### config.mk
export PLATFORM = sky130hd
export DESIGN_NAME = game_timer_ctrl
export DESIGN_NICKNAME = d
export VERILOG_FILES = /design/src/rtl/game_timer_ctrl.sv
export SDC_FILE = /design/constraint.sdc
export NUM_CORES = 1
export LEC_CHECK = 0
export CAP_MARGIN = 20
export CORE_UTILIZATION = 54
export DETAILED_ROUTE_END_ITERATION = 12
export GPL_TIMING_DRIVEN = 0
export HOLD_SLACK_MARGIN = 0.1
export PLACE_DENSITY = 0.78
export SETUP_SLACK_MARGIN = 0.15
export SLEW_MARGIN = 30
export SYNTH_ARGS = -nofsm -noshare
export SYNTH_HDL_FRONTEND = slang
export SYNTH_SLANG_ARGS = --single-unit
### constraint.sdc
create_clock -name i_clk -period 3.55 [get_ports i_clk]
set_clock_uncertainty 0.15 [all_clocks]
set_input_delay 0.71 -clock i_clk [delete_from_list [all_inputs] [get_ports i_clk]]
set_output_delay 0.71 -clock i_clk [all_outputs]
set_load 0.01 [all_outputs]
### src/rtl/game_timer_ctrl.sv
// Pacing and sequencing controller for the 2-digit BCD game timer.
// Optional build macro: GAME_TIMER_WARN_BLINK_EN (blinks the low-time warning at the game-second rate).
module game_timer_ctrl #(
  parameter int         TICK_DIV    = 25_000_000,
  parameter logic [3:0] LIMIT_H     = 4'h9,
  parameter logic [3:0] LIMIT_L     = 4'h9,
  parameter logic [7:0] WARN_THRESH = 8'h05
) (
  input  logic       i_clk,
  input  logic       i_resetN,
  input  logic       i_start,
  input  logic       i_pause,
  input  logic       i_abort,
  input  logic       i_count_down_mode,
  input  logic [3:0] i_countL,
  input  logic [3:0] i_countH,
  input  logic       i_tc,
  output logic       o_loadN,
  output logic       o_ena,
  output logic       o_ena_cnt,
  output logic       o_countDownMode,
  output logic       o_running,
  output logic       o_time_up,
  output logic       o_expired,
  output logic       o_warn
);

  localparam int PW = $clog2(TICK_DIV);
  localparam logic [PW-1:0] PMAX = PW'(TICK_DIV - 1);
  localparam logic [PW-1:0] HALF = PW'(TICK_DIV / 2);

  localparam logic [2:0] IDLE    = 3'd0;
  localparam logic [2:0] LOAD    = 3'd1;
  localparam logic [2:0] RUNNING = 3'd2;
  localparam logic [2:0] PAUSED  = 3'd3;
  localparam logic [2:0] EXPIRED = 3'd4;

  logic [2:0]    r_state;
  logic [PW-1:0] r_presc;
  logic          r_cdm;
  logic          r_timeUp;

  logic w_done;
  logic w_isRunning;
  logic w_isPaused;
  logic w_warnCond;

  assign w_isRunning = (r_state == RUNNING);
  assign w_isPaused  = (r_state == PAUSED);

  // Expiry depends on direction: terminal count going down, the BCD limit going up.
  assign w_done = r_cdm ? i_tc : ({i_countH, i_countL} == {LIMIT_H, LIMIT_L});

  always_ff @(posedge i_clk) begin
    if (!i_resetN) begin
      r_state  <= IDLE;
      r_presc  <= '0;
      r_cdm    <= 1'b1;
      r_timeUp <= 1'b0;
    end else begin
      r_timeUp <= 1'b0;
      if (i_abort) begin
        r_state <= IDLE;
      end else if (i_start) begin
        r_state <= LOAD;
        r_cdm   <= i_count_down_mode;
      end else begin
        case (r_state)
          LOAD: begin
            r_state <= RUNNING;
            r_presc <= '0;
          end
          RUNNING: begin
            r_presc <= (r_presc == PMAX) ? '0 : r_presc + PW'(1);
            if (i_pause) begin
              r_state <= PAUSED;
            end else if (w_done) begin
              r_state  <= EXPIRED;
              r_timeUp <= 1'b1;
            end
          end
          PAUSED: begin
            if (!i_pause) r_state <= RUNNING;
          end
          IDLE, EXPIRED: begin
          end
          default: r_state <= IDLE;
        endcase
      end
    end
  end

  // A tick coinciding with expiry is suppressed so the timer never steps past 00 or the limit.
  assign o_ena_cnt       = w_isRunning && (r_presc == PMAX) && !w_done;
  assign o_loadN         = (r_state != LOAD);
  assign o_ena           = (r_state == LOAD) || w_isRunning || w_isPaused;
  assign o_countDownMode = r_cdm;
  assign o_running       = w_isRunning;
  assign o_time_up       = r_timeUp;
  assign o_expired       = (r_state == EXPIRED);

  assign w_warnCond = r_cdm && (w_isRunning || w_isPaused) &&
                      ({i_countH, i_countL} <= WARN_THRESH) && !i_tc;

`ifdef GAME_TIMER_WARN_BLINK_EN
  assign o_warn = w_warnCond && (r_presc < HALF);
`else
  assign o_warn = w_warnCond;
`endif

endmodule

==> impl_metrics.py <==
metrics = {
    "timing": {
        "fin_crit_ps": 3372,
        "holdWs_ps": 340.4,
        "fin_ws_ps": 178.2,
        "fmax_mhz": 296.6,
        "maxSlewHeadroom": 0.5436,
        "worst_pin_slew_ps": 679.4,
        "setup_viol": 0,
        "hold_violations": 0,
        "period_share": 0.9498,
        "finalSetupTns_ps": 0,
        "slew_violations": 0,
        "rsz0062_at_grt": "no",
    },
    "synthesis": {
        "syn_nets": 236,
        "synth_edf_count": 0,
        "yosysSeqAreaShare": 0.3376,
        "synth-seq-cells": 30,
        "yosys.area.top_type": "dfxtp_1",
        "syn_area_mm2": 0.001779,
        "synthAdderAreaFrac": 0.007032,
        "synth_cells": 220,
        "ys_top_cells_by_area": "dfxtp_1 (34%), nand3_1 (5.1%), nand2_1 (4.6%)",
        "yosysMostFrequentCell": "dfxtp_1",
        "synth-compound-area-share": 0.2257,
        "synth_xor_area_frac": 0.01477,
        "syn_area_per_cell_um2": 8.087,
        "ys_warn_count": 0,
        "synthArstFlopShare": 0,
        "ys_types": 59,
        "synth_flop_cell": "dfxtp_1",
        "synth_mux_area_frac": 0.005626,
        "synthSimpleGateAreaFrac": 0.3608,
        "synthTopCellsByCount": "dfxtp_1 (30), nand2_1 (22), nand3_1 (18)",
        "synth_top_area_share": 0.3376,
        "synth_top_family_by_area": "simple AND/OR/NAND/NOR gates",
    },
    "min_path": {
        "worstHoldPathCells": 2,
        "min_from": "r_presc[22]",
        "holdCritPathClass": "flop to flop",
        "min_to": "r_presc[22]",
    },
    "placement": {
        "numPlacedInstances": 286,
        "port-buffer-count": 22,
        "dp_hpwl_mm": 3.345,
        "gp_congestion": 0.8970,
        "preCtsSetupSlack_ps": -250.7,
        "place_area_mm2": 0.002054,
    },
    "status": {
        "outcome": "finished, final reports clean",
    },
    "cts": {
        "clkTransAtPathRegs_ps": 110,
        "clockBufferDepth": 2,
        "post_cts_buffers": 0,
        "clockRootBuffer": "clkbuf_4",
        "tritoncts": "done",
        "clock_sinks": 30,
        "cts_buffers": 5,
        "htreeDepth": 2,
        "cts-hold-fix-buffers": 0,
        "worstSkewPairLatency_ps": 330,
    },
    "power_and_ir_drop": {
        "p_per_area_mw_per_mm2": 292.9,
        "max-vdd-ir-drop_v": 0.0002273,
        "power.total_mw": 0.6205,
        "p_leak_nw": 0.6847,
    },
    "cells_and_area": {
        "finalInstanceArea_mm2": 0.002118,
        "final_nets": 265,
        "n_fill_cell": 283,
        "stdcell_count": 294,
        "drive_gt1_frac": 0.1280,
        "area_growth_pct": 19.06,
        "post-route-util": 0.6882,
        "n_antenna_cell": 0,
    },
    "critical_path": {
        "critPathKind": "primary input to output port",
        "cp_max_fo": 3,
        "rrSetupSlack_ps": 1330,
        "required_ps": 2690,
        "cp.arrival_ps": 2510,
        "r2r_end": "r_presc[18]",
        "reg2reg_from": "r_presc[0]",
        "end_kind": "output port",
        "worst_setup_path_start_kind": "primary input",
        "r2r_cells": 6,
    },
    "detailed_routing": {
        "firstDrtPassIters": 6,
        "wire_per_inst_um": 15.81,
        "drc": 0,
        "drt-initial-drc-count": 141,
        "wl_mm": 4.648,
        "ant_nets": 0,
        "vias": 1788,
        "routed_via_density": 6.082,
    },
    "floorplanning": {
        "die_h_um": 59.40,
        "die_area_mm2": 0.003528,
        "start_util": 0.5780,
        "fp.dieW_um": 59.40,
        "core_area_mm2": 0.003078,
        "num_rows": 20,
        "pin_count": 23,
    },
    "global_routing": {
        "grt_first_pass_wirelength_mm": 7.693,
        "grt_use_total": 0.2949,
        "grt_max_degree": 11,
        "antenna_found_initial": 0,
        "grt_pass1_vias": 1585,
        "globalRouteOverflowTotal": 0,
    },
    "job": {
        "max_cap_violations": 0,
    },
}
==> worst max path at each step <==
stage               depth (start not counted)        end         from
floorplan                                   4  o_ena_cnt  i_countH[3]
global placement                            6  o_ena_cnt  i_countH[3]
detailed placement                          6  o_ena_cnt  i_countH[3]
CTS                                         6  o_ena_cnt  i_countH[3]
global route                                6  o_ena_cnt  i_countH[3]
finish                                      6  o_ena_cnt  i_countH[3]
==> area by class of cell <==
cell class              count  area [µm²]  share of cell area
clock buffers               6       51.30             0.02422
well taps                  44       55.05             0.02599
inverters                  10       37.54             0.01772
clock inverters             2       12.51            0.005907
repair buffers             22       215.2              0.1016
multi-input cells         172        1097              0.5180
flip-flops and latches     30       600.6              0.2835
plain buffers               8       48.80             0.02304
==> worst max-delay path, cell delays in order <==
cell	delay, ps
clkdlybuf4s50_1	440
and4b_1	230
a32o_2	290
or4_4	530
nor4_2	140
buf_2	170
==> flip-flops by register name, indices dropped and copies added (netlist names) <==
signal	flops
r_state	3
o_countDownMode	1
o_time_up	1
r_presc	25
==> timing repair <==
item / CTS / global route
setup endpoints to repair: 1 / 1
pin swaps: 0 / 1
hold endpoints to repair: 0 / 0
resized for setup: 4 / 2
==> cell usage in the layout (no fill, tap or decap), drive strengths merged, types with 4 or more instances in the layout <==
cell,n
nor4,6
a21oi,18
and3,5
buf,6
nor2b,4
a31oi,11
nand3,18
inv,10
and4,6
nor3,5
o21ai,6
clkdlybuf4s50,21
nor2,14
nand2b,4
clkbuf,9
a41oi,4
nand4,7
dfxtp,30
nand2,22
==> layer usage <==
metal | routed length (µm) | GRT usage
met1 | 2056 | 0.4088
met2 | 2161 | 0.4446
met3 | 376 | 0.07424
met5 | 0 | 0
met4 | 55 | 0.09524
==> report_power, final <==
group          switching (mW)  leakage [nW]  internal [mW]
logic                  0.0237         0.409         0.0283
clock network           0.134        0.0343         0.0952
registers             0.00212         0.242          0.338
==> cells by family after synthesis <==
kind of cell | after synthesis
mux | 1
buf+inv | 18
xor+xnor | 3
compound gates | 58
simple gates | 109
flops | 30
fa+ha+maj | 1
No activity file was read; power rests on OpenSTA's default activity.
